**src/rtl/sysid_verify_ctrl.sv**
```systemverilog
// Reads the sysid ID and timestamp words and checks them against the expected build values.
// Optional re-read on mismatch is compiled in with `define SYSID_VERIFY_RETRY_EN.
//
// state   | meaning
// IDLE    | waiting for start or the post-reset automatic run
// RD_ID   | address 0 on the bus, wait READ_LATENCY cycles, capture id_value
// RD_TS   | address 1 on the bus, wait READ_LATENCY cycles, capture ts_value
// CHECK   | compare both words, then finish or re-read
module sysid_verify_ctrl #(
    parameter logic [31:0] EXPECTED_ID  = 32'd2899645186,
    parameter logic [31:0] EXPECTED_TS  = 32'd1487200517,
    parameter int          READ_LATENCY = 0,
    parameter int          MAX_RETRY    = 3
) (
    input  logic        clock,
    input  logic        reset,
    input  logic        start,
    output logic        sysid_address,
    input  logic [31:0] sysid_readdata,
    output logic        busy,
    output logic        done,
    output logic        pass,
    output logic        fail,
    output logic [31:0] id_value,
    output logic [31:0] ts_value,
    output logic [1:0]  retry_count
);

    localparam logic [1:0] S_IDLE  = 2'd0;
    localparam logic [1:0] S_RD_ID = 2'd1;
    localparam logic [1:0] S_RD_TS = 2'd2;
    localparam logic [1:0] S_CHECK = 2'd3;

    localparam logic [2:0] LAT_LAST  = READ_LATENCY[2:0];
    localparam logic [1:0] RETRY_MAX = MAX_RETRY[1:0];

`ifdef SYSID_VERIFY_RETRY_EN
    localparam logic RETRY_EN = 1'b1;
`else
    localparam logic RETRY_EN = 1'b0;
`endif

    logic [1:0] state;
    logic [2:0] wait_cnt;
    logic       auto_pending;
    logic       words_match;

    assign words_match = (id_value == EXPECTED_ID) && (ts_value == EXPECTED_TS);

    always_ff @(posedge clock) begin
        if (reset) begin
            state         <= S_IDLE;
            wait_cnt      <= 3'd0;
            auto_pending  <= 1'b1;
            sysid_address <= 1'b0;
            busy          <= 1'b0;
            done          <= 1'b0;
            pass          <= 1'b0;
            fail          <= 1'b0;
            id_value      <= 32'd0;
            ts_value      <= 32'd0;
            retry_count   <= 2'd0;
        end else begin
            done <= 1'b0;
            case (state)
                S_IDLE: begin
                    if (start || auto_pending) begin
                        state         <= S_RD_ID;
                        wait_cnt      <= 3'd0;
                        auto_pending  <= 1'b0;
                        sysid_address <= 1'b0;
                        busy          <= 1'b1;
                        pass          <= 1'b0;
                        fail          <= 1'b0;
                        retry_count   <= 2'd0;
                    end
                end
                S_RD_ID: begin
                    if (wait_cnt == LAT_LAST) begin
                        id_value      <= sysid_readdata;
                        wait_cnt      <= 3'd0;
                        sysid_address <= 1'b1;
                        state         <= S_RD_TS;
                    end else begin
                        wait_cnt <= wait_cnt + 3'd1;
                    end
                end
                S_RD_TS: begin
                    if (wait_cnt == LAT_LAST) begin
                        ts_value      <= sysid_readdata;
                        wait_cnt      <= 3'd0;
                        sysid_address <= 1'b0;
                        state         <= S_CHECK;
                    end else begin
                        wait_cnt <= wait_cnt + 3'd1;
                    end
                end
                S_CHECK: begin
                    if (words_match) begin
                        pass  <= 1'b1;
                        fail  <= 1'b0;
                        done  <= 1'b1;
                        busy  <= 1'b0;
                        state <= S_IDLE;
                    end else if (RETRY_EN && (retry_count < RETRY_MAX)) begin
                        // busy stays high and no done: the retry is part of the same run
                        retry_count <= retry_count + 2'd1;
                        state       <= S_RD_ID;
                    end else begin
                        pass  <= 1'b0;
                        fail  <= 1'b1;
                        done  <= 1'b1;
                        busy  <= 1'b0;
                        state <= S_IDLE;
                    end
                end
                default: state <= S_IDLE;
            endcase
        end
    end

endmodule

```
**config.mk**
```make
export PLATFORM = sky130hd
export DESIGN_NAME = sysid_verify_ctrl
export DESIGN_NICKNAME = d
export VERILOG_FILES = /design/src/rtl/sysid_verify_ctrl.sv
export SDC_FILE = /design/constraint.sdc
export NUM_CORES = 1
export LEC_CHECK = 0
export CELL_PAD_IN_SITES_DETAIL_PLACEMENT = 1
export CELL_PAD_IN_SITES_GLOBAL_PLACEMENT = 1
export CORE_MARGIN = 8
export CORE_UTILIZATION = 30
export DETAILED_ROUTE_END_ITERATION = 7
export PLACE_DENSITY = 0.78
export SYNTH_ARGS = -nofsm -noshare
export SYNTH_HDL_FRONTEND = slang
export SYNTH_SLANG_ARGS = --single-unit
```
**constraint.sdc**
```tcl
create_clock -name clock -period 5.5 [get_ports clock]
set_clock_uncertainty 0.15 [all_clocks]
set_input_delay 0.55 -clock clock [delete_from_list [all_inputs] [get_ports clock]]
set_output_delay 0.55 -clock clock [all_outputs]
set_load 0.005 [all_outputs]
```
==> run summary, run 1 <==
Layout cells sized above 1 - 5.38%
CP arrival - 2.64 ns
Global-route wire length before repair - 15900 um
Clk root buf - clkbuf_8
Final setup fails - 0
Switching power - 0.674 mW
GRT Resource Usage Total - 15.3%
Final Hold Viols - 0
Post-synth top flop - dfxtp_1
Run status - completed
DP HPWL - 7430 um
CTS clk-pin slew, worst paths - 0.09 ns
Internal - 1.15 mW
Worst path cell trace - inv_1 -> ha_1 -> nor2b_1 -> and2_1 -> nand2_1 -> a21oi_1
PwrDens - 431 nW/um^2
Skew-Pair Late Insertion Delay - 0.35 ns
Depth of the CTS H-tree - 3
Mapped Cells - 368
Die area - 13300 um^2
ANT cells - 0
CP required - 5.63 ns
Worst rel slew slack - 16.1%
Cell taking the most area after synthesis - dfxtp_1
Drt wl/cell - 17.0 um
Input/output buffers - 103
DRC - 0
Dpl cells - 582
Count of different cell masters after synthesis - 32
Crit path capture type - flip-flop
Count leader, synth - nand2_1
Commonest cells in the netlist - nand2_1 (134), dfxtp_1 (75), a21oi_1 (69)
CP max stage cell - and2_1
Reg area - 1500 um^2
Die width - 115 um
Sw Share - 36.9%
CP peak stage delay - 1.03 ns
Grt total ovfl - 0
Setup TNS - 0 ns
Register share of total power - 41.6%
Final slew viol count - 0
Non-Filler Instances - 598
Pre-CTS setup slack - 2.97 ns
CTS-repair resized insts - 0
Setup Buffers After CTS - 0
Asr flop ratio synth - 0%
Logic pwr share - 37.7%
Initial antenna violation count - 0
Filler Cells Inserted - 1165
Sequential fraction of the synthesis area - 50.7%
Number of global-route vias before repair - 2954
Crit Path Max Fanout - 32
DIE HEIGHT - 115 um
Fmax - 399 MHz
Multi-input gate area - 1330 um^2
Clk sinks - 75
Final GP Congestion - 0.769
Maximum VDD drop - 0.190 mV
Nets - 501
CTS max path bufs - 2
Starting density of the core - 30.6%
Unrepaired setup endpoints after global routing - false
Tcrit/Tclk final - 45.6%
Initial drt markers - 118
CP startpoint kind - flip-flop
DRT Pass-1 Iters - 4
Synth top area share - 50.7%
Via density per instance - 4.74
Core area - 9680 um^2
Cts hold-fix bufs - 0
Final WS setup - 2.99 ns
Largest net degree at the start of global routing - 76
Worst hold path class - flip-flop to flip-flop
Clock power share - 20.7%
Post-Syn Area per Cell - 8.04 um^2
Vias - 2835
Flops & latches, synth - 75
Worst Tran Pin Value - 1.26 ns
P_leak - 1.49 nW
Cell Rows - 36
Area contributors post-synth - dfxtp_1 (51%), nand2_1 (17%), a21oi_1 (12%)
Area growth, synth to finish - 43.0%
Synth Warn # - 0
Post-layout minimum cycle time - 2.51 ns
Number of routed nets with antenna violations - 0
CTS tree - built
Max-cap viol count - 0
Cts bufs inserted - 9
Crit path kind - flip-flop to flip-flop
Post-synth EDFFs - 0
Cell Area, Synth - 2960 um^2
Final WL - 10200 um
I/O pin total - 106
[kinds of logic after synthesis]
logic type               synth area share (%)
other                                   0.127
adder cells (fa/ha/maj)                  2.54
buffers and inverters                    4.57
flip-flops                               50.7
AND/OR/NAND/NOR                          27.6
multiplexers                            0.677
AO/OA/AOI/OAI                            13.7
[cell type report]
cell class                      count  share of cell area [%]
Clock buffer                       10                    3.02
Sequential cell                    75                    35.5
Inverter                            7                   0.621
Timing Repair Buffer              105                    24.6
Tap cell                          133                    3.93
Multi-Input combinational cell    262                    31.4
Clock inverter                      6                   0.976
[worst max-delay path, delay by kind of cell, from the launching register on]
kind / cells / cell delay [ns]
buf+inv: 1 / 0.08
simple gates: 3 / 1.53
flops: 1 / 0.33
compound gates: 1 / 0.16
fa+ha+maj: 1 / 0.19
[registers in the layout, indices dropped and copies added, names as in the netlist]
name and flops:
pass 1, sysid_address 1, ts_value 32, busy 1, auto_pending 1, done 1, id_value 32, wait_cnt 3
state 2, fail 1
[final timing paths]
check                    start            to  slack [ns]  depth (start not counted)
hold / removal    id_value[18]  id_value[18]        0.32                          2
setup reg to reg   wait_cnt[0]   ts_value[6]        2.99                          6
hold reg to reg   id_value[18]  id_value[18]        0.32                          2
setup / recovery   wait_cnt[0]   ts_value[6]        2.99                          6
[layer usage]
layer | share of wire, % | wire length [um] | global-route usage (%) | vias up
li1 | - | - | - | 1403
met1 | 45 | 4590 | 18.4 | 1351
met2 | 48 | 4840 | 25.7 | 70
met3 | 5.5 | 562 | 3.73 | 11
met4 | 1.6 | 165 | 5.43 | 0
met5 | 0 | 0 | 0 | -
[cell usage in the layout, fill, tap and decap left out, types with 3 or more instances in the layout]
cell type,instances
o21ai_0,4
ha_1,6
inv_1,7
nor4bb_1,4
clkdlybuf4s50_1,102
nor2_1,6
nand2_1,134
a21oi_1,69
clkinvlp_4,3
dfxtp_1,75
nor2b_1,3
clkbuf_8,9
nand4_1,6
and2_1,3
[power by group through the flow]
stage | Clock, mW | Sequential, mW | Combinational, mW
after CTS | 0.382 | 0.760 | 0.704
after global placement | 0 | 0.765 | 0.676
after global routing | 0.401 | 0.778 | 0.763
after floorplan | 0 | 0.755 | 0.351
final | 0.378 | 0.759 | 0.688
after detailed placement | 0 | 0.771 | 0.701
[through the flow]
stage	hold WS, ns	power (mW)	utilization, %	instance area [um^2]
detailed placement	0.313	1.47	41.9	4060
global route	0.352	1.94	43.7	4230
global placement	0.301	1.44	41.9	4060
finish	0.322	1.82	43.7	4230
floorplan	0.291	1.11	-	2960
CTS	0.326	1.85	43.7	4230
Note: power is estimated with default switching activity, not from simulation.
==> run 2, diff against run 1 <==
Clock period 5.5 ns to 2.37 ns, I/O delays scaled along.
==> run 2 against run 1 <==
Routed wire length increased by 3.2%. Total power rose to 2.5 times the previous value. Maximum frequency grew 25%. Sequential share of layout area shrank 0.98 points. Final area increased by 2.8%. Via count grew 2.3%. First-iteration DRC count shrank 20%. Critical path depth is 1 lower. Critical path type unchanged.
==> run summary, run 2 (synthesis gave the netlist of run 1 again) <==
Run status - completed
DRC - 0
ANT cells - 0
Met2 Usage GRT - 26.7%
Setup Buffers After CTS - 0
Internal - 3.05 mW
WP buf/inv - 1
Fin area - 4350 um^2
Register share of total power - 37.9%
Crit path kind - flip-flop to flip-flop
Fmax - 500 MHz
CP required - 2.46 ns
Cts bufs inserted - 9
Final Hold Viols - 0
Via density per instance - 4.83
CTS max path bufs - 2
Number of global-route vias before repair - 3034
Grt total ovfl - 0
Final GP Congestion - 0.773
DIE HEIGHT - 115 um
Worst rel slew slack - 60.7%
GRT Resource Usage Total - 15.7%
CP delay by family, top - simple AND/OR/NAND/NOR gates
Cell Rows - 36
Clk sinks - 75
Total power draw - 4.63 mW
Logic pwr share - 37.0%
Initial drt markers - 94
Final WL - 10500 um
CP max stage cell - or3b_1
Met1 Use GR - 18.4%
Nets - 504
Switching power - 1.58 mW
Drt wl/cell - 17.5 um
Unrepaired setup endpoints after global routing - false
GRT busiest layer - met2
Setup TNS - 0 ns
Clock power share - 25.2%
Number of routed nets with antenna violations - 0
Cts hold-fix bufs - 0
Global-route wire length before repair - 16200 um
Starting density of the core - 30.6%
DP HPWL - 7720 um
CP peak stage delay - 0.51 ns
CTS clk-pin slew, worst paths - 0.08 ns
Initial antenna violation count - 0
Die area - 13300 um^2
I/O pin total - 106
Post-layout minimum cycle time - 2.00 ns
Worst path cell trace - inv_1 -> ha_1 -> or3b_1 -> and2_1 -> a32o_2
Vias - 2900
Final slew viol count - 0
Commonest non-fill, non-tap cell in the layout - nand2_1
Final hold slack - 0.211 ns
Top Registers - id_value: 32 flops, ts_value: 32 flops, wait_cnt: 3 flops
CTS-repair resized insts - 0
Commonest cells after routing, fill and taps aside - nand2_1 (134), clkdlybuf4s50_1 (102), dfxtp_1 (75)
Core area - 9680 um^2
CP arrival - 2.09 ns
Final setup fails - 0
DRT Pass-1 Iters - 4
Routing usage on met3 - 4.04%
Tcrit/Tclk final - 84.5%
Input/output buffers - 103
Max-cap viol count - 0
Clk root buf - clkbuf_8
Sw Share - 34.2%
Largest net degree at the start of global routing - 48
Maximum VDD drop - 0.441 mV
PwrDens - 1060 nW/um^2
Worst hold path class - input port to flip-flop
Filler Cells Inserted - 1152
Dpl cell area - 4120 um^2
Depth of the CTS H-tree - 3
Skew-Pair Late Insertion Delay - 0.34 ns
Layout cells sized above 1 - 6.00%
Crit path capture type - flip-flop
CP startpoint kind - flip-flop
CTS tree - built
Die width - 115 um
Crit Path Max Fanout - 10
Worst Tran Pin Value - 0.590 ns
P_leak - 1.55 nW
Area growth, synth to finish - 47.0%
## run 2: worst paths after layout
check | end | start | cells past startpoint | slack (ns)
worst max-delay path | fail | state[1] | 5 | 0.37
worst min-delay path | done | reset | 2 | 0.21
worst max register to register | fail | state[1] | 5 | 0.37
worst min register to register | id_value[31] | id_value[31] | 2 | 0.32
## run 2: cell type report
| cell class | count | area [um^2] | share of cell area [%] |
|---|---|---|---|
| Inverter | 7 | 26.3 | 0.604 |
| Timing Repair Buffer | 108 | 1100 | 25.3 |
| Clock buffer | 9 | 124 | 2.85 |
| Sequential cell | 75 | 1500 | 34.5 |
| Multi-Input combinational cell | 262 | 1330 | 30.5 |
| Clock inverter | 6 | 105 | 2.42 |
| Tap cell | 133 | 166 | 3.83 |
## run 2: worst reg2reg max path: cells and delay by family (launching register included)
kind	cells	cell delay (ns)
DFF	1	0.35
AOI/OAI and AO/OA	1	0.28
buffers and inverters	1	0.09
and+or+nand+nor	2	0.77
adders and majority gates	1	0.26
## run 2: power groups by stage
stage,clock (mW),combinational (mW),sequential [mW]
finish,1.17,1.71,1.75
global route,1.24,1.88,1.79
CTS,1.18,1.75,1.76
detailed placement,0,1.74,1.78
global placement,0,1.69,1.77
floorplan,0,0.816,1.75
## run 2: metrics by stage
step / cells / setup WS (ns) / utilization, %
2_1_floorplan: 369 / 0.517 / -
3_3_place_gp: 585 / 0.415 / 42.6
3_5_place_dp: 585 / 0.383 / 42.6
4_1_cts: 600 / 0.373 / 44.9
5_1_grt: 600 / 0.217 / 44.9
6_report: 600 / 0.368 / 44.9
## run 2: layer usage
layer  vias to the layer above  share of wire (%)  wire (um)
met3                        14                5.1        532
met2                        68                 49       5130
met1                      1413                 44       4600
met4                         0                2.2        226
li1                       1405                  -          -
met5                         -                  0          0
==> run 3, diff against run 2 <==
Clock period 2.37 ns to 2.1 ns, I/O delays scaled along.
==> run 3 against run 2 <==
Via count grew 0.14%. Total power grew 9.3%. Utilization shrank 0.10 points.
==> run summary, run 3 (synthesis gave the netlist of run 1 again) <==
Global-route wire length before repair - 16200 um
Initial drt markers - 111
Via density per instance - 4.80
GRT Resource Usage Total - 16.0%
Cts bufs inserted - 9
Vias - 2904
Crit path kind - flip-flop to flip-flop
PwrDens - 1170 nW/um^2
CTS clk-pin slew, worst paths - 0.08 ns
Clock power share - 22.1%
Switching power - 1.83 mW
I/O pin total - 106
Area growth, synth to finish - 46.7%
Grt total ovfl - 0
Nets - 508
Final setup fails - 0
CTS tree - built
DIE HEIGHT - 115 um
Maximum VDD drop - 0.369 mV
Tcrit/Tclk final - 93.0%
Worst hold path class - input port to flip-flop
Commonest cells after routing, fill and taps aside - nand2_1 (134), clkdlybuf4s50_1 (102), dfxtp_1 (75)
Logic pwr share - 38.8%
Core area - 9680 um^2
Die area - 13300 um^2
Clk root buf - clkbuf_8
Skew-Pair Late Insertion Delay - 0.35 ns
P_leak - 1.55 nW
CTS max path bufs - 2
Internal - 3.23 mW
Final slew viol count - 0
Number of routed nets with antenna violations - 0
Register share of total power - 39.0%
ANT cells - 0
Drt wl/cell - 17.6 um
Total power draw - 5.07 mW
CP required - 2.20 ns
Crit Path Max Fanout - 3
Die width - 115 um
Sw Share - 36.2%
Final WL - 10600 um
Post-layout minimum cycle time - 1.95 ns
DP HPWL - 7800 um
Layout cells sized above 1 - 6.78%
Reg2Reg Setup Slack - 0.15 ns
Setup TNS - 0 ns
Top Registers - id_value: 32 flops, ts_value: 32 flops, wait_cnt: 3 flops
Run status - completed
Fmax - 512 MHz
Commonest non-fill, non-tap cell in the layout - nand2_1
DRT Pass-1 Iters - 4
Final Hold Viols - 0
Cell Rows - 36
Pre-CTS setup slack - 0.119 ns
Critical Path Start - id_value[16]
Initial antenna violation count - 0
Post-route core utilization - 44.8%
Clk sinks - 75
Crit path capture type - flip-flop
Final GP Congestion - 0.789
CP startpoint kind - flip-flop
Input/output buffers - 103
Depth of the CTS H-tree - 3
Largest net degree at the start of global routing - 42
Starting density of the core - 30.6%
Unrepaired setup endpoints after global routing - false
Final hold slack - 0.289 ns
FF-to-FF Start - id_value[16]
CP arrival - 2.06 ns
DRC - 0
Reg2Reg Capture Point - fail
End point of the critical path - fail
Final WS setup - 0.147 ns
Number of global-route vias before repair - 2978
Max-cap viol count - 0
R2r worst-path depth - 4
==> run 3: layout make-up <==
cell class / count / area, um^2
flip-flops and latches: 75 / 1500
clock inverters: 6 / 65.1
multi-input cells: 262 / 1330
fillers: 1163 / 5340
clock buffers: 10 / 128
inverters: 7 / 26.3
well taps: 133 / 166
repair buffers: 112 / 1120
==> run 3: worst min-delay path by stage <==
stage                                  start      endpoint  slack [ns]  cells after the start
final                     sysid_readdata[14]  id_value[14]        0.29                      3
after CTS                 sysid_readdata[14]  id_value[14]        0.27                      3
after global placement          id_value[28]  id_value[28]        0.30                      2
after global routing      sysid_readdata[16]  ts_value[16]        0.29                      3
after detailed placement        id_value[27]  id_value[27]        0.31                      2
after floorplan                        reset  auto_pending        0.17                      2
==> run 3: power by group through the flow <==
| stage | sequential (mW) | clock (mW) | combinational (mW) |
|---|---|---|---|
| global placement | 1.99 | 0 | 1.92 |
| detailed placement | 2.01 | 0 | 1.99 |
| CTS | 1.98 | 1.14 | 2.00 |
| floorplan | 1.98 | 0 | 0.920 |
| finish | 1.98 | 1.12 | 1.97 |
| global route | 2.02 | 1.22 | 2.16 |
==> run 3: routing by layer <==
metal  global-route usage, %  up-vias  wire, um
li1                        -     1424         -
met1                    19.2     1386      4680
met2                    26.5       79      5150
met3                    4.04       15       543
met4                    6.92        0       242
met5                       0        -         0
==> run 3: worst max-delay path, cell delays in order (launching register included) <==
cell,delay [ns]
dfxtp_1,0.35
nor4bb_1,0.40
nand4_1,0.22
or4_4,0.46
a32o_2,0.27
==> run 3: through the flow <==
| stage | cells | area (um^2) |
|---|---|---|
| global route | 605 | 4340 |
| detailed placement | 588 | 4130 |
| global placement | 588 | 4130 |
| floorplan | 369 | 2960 |
| CTS | 605 | 4330 |
| finish | 605 | 4340 |
==> run 3: what timing repair did <==
item                       in CTS  in global routing
setup endpoints to repair       0                  1
resized for setup               0                  1
hold endpoints to repair        1                  0
hold buffers                    1                  0
buffers inserted                0                  0
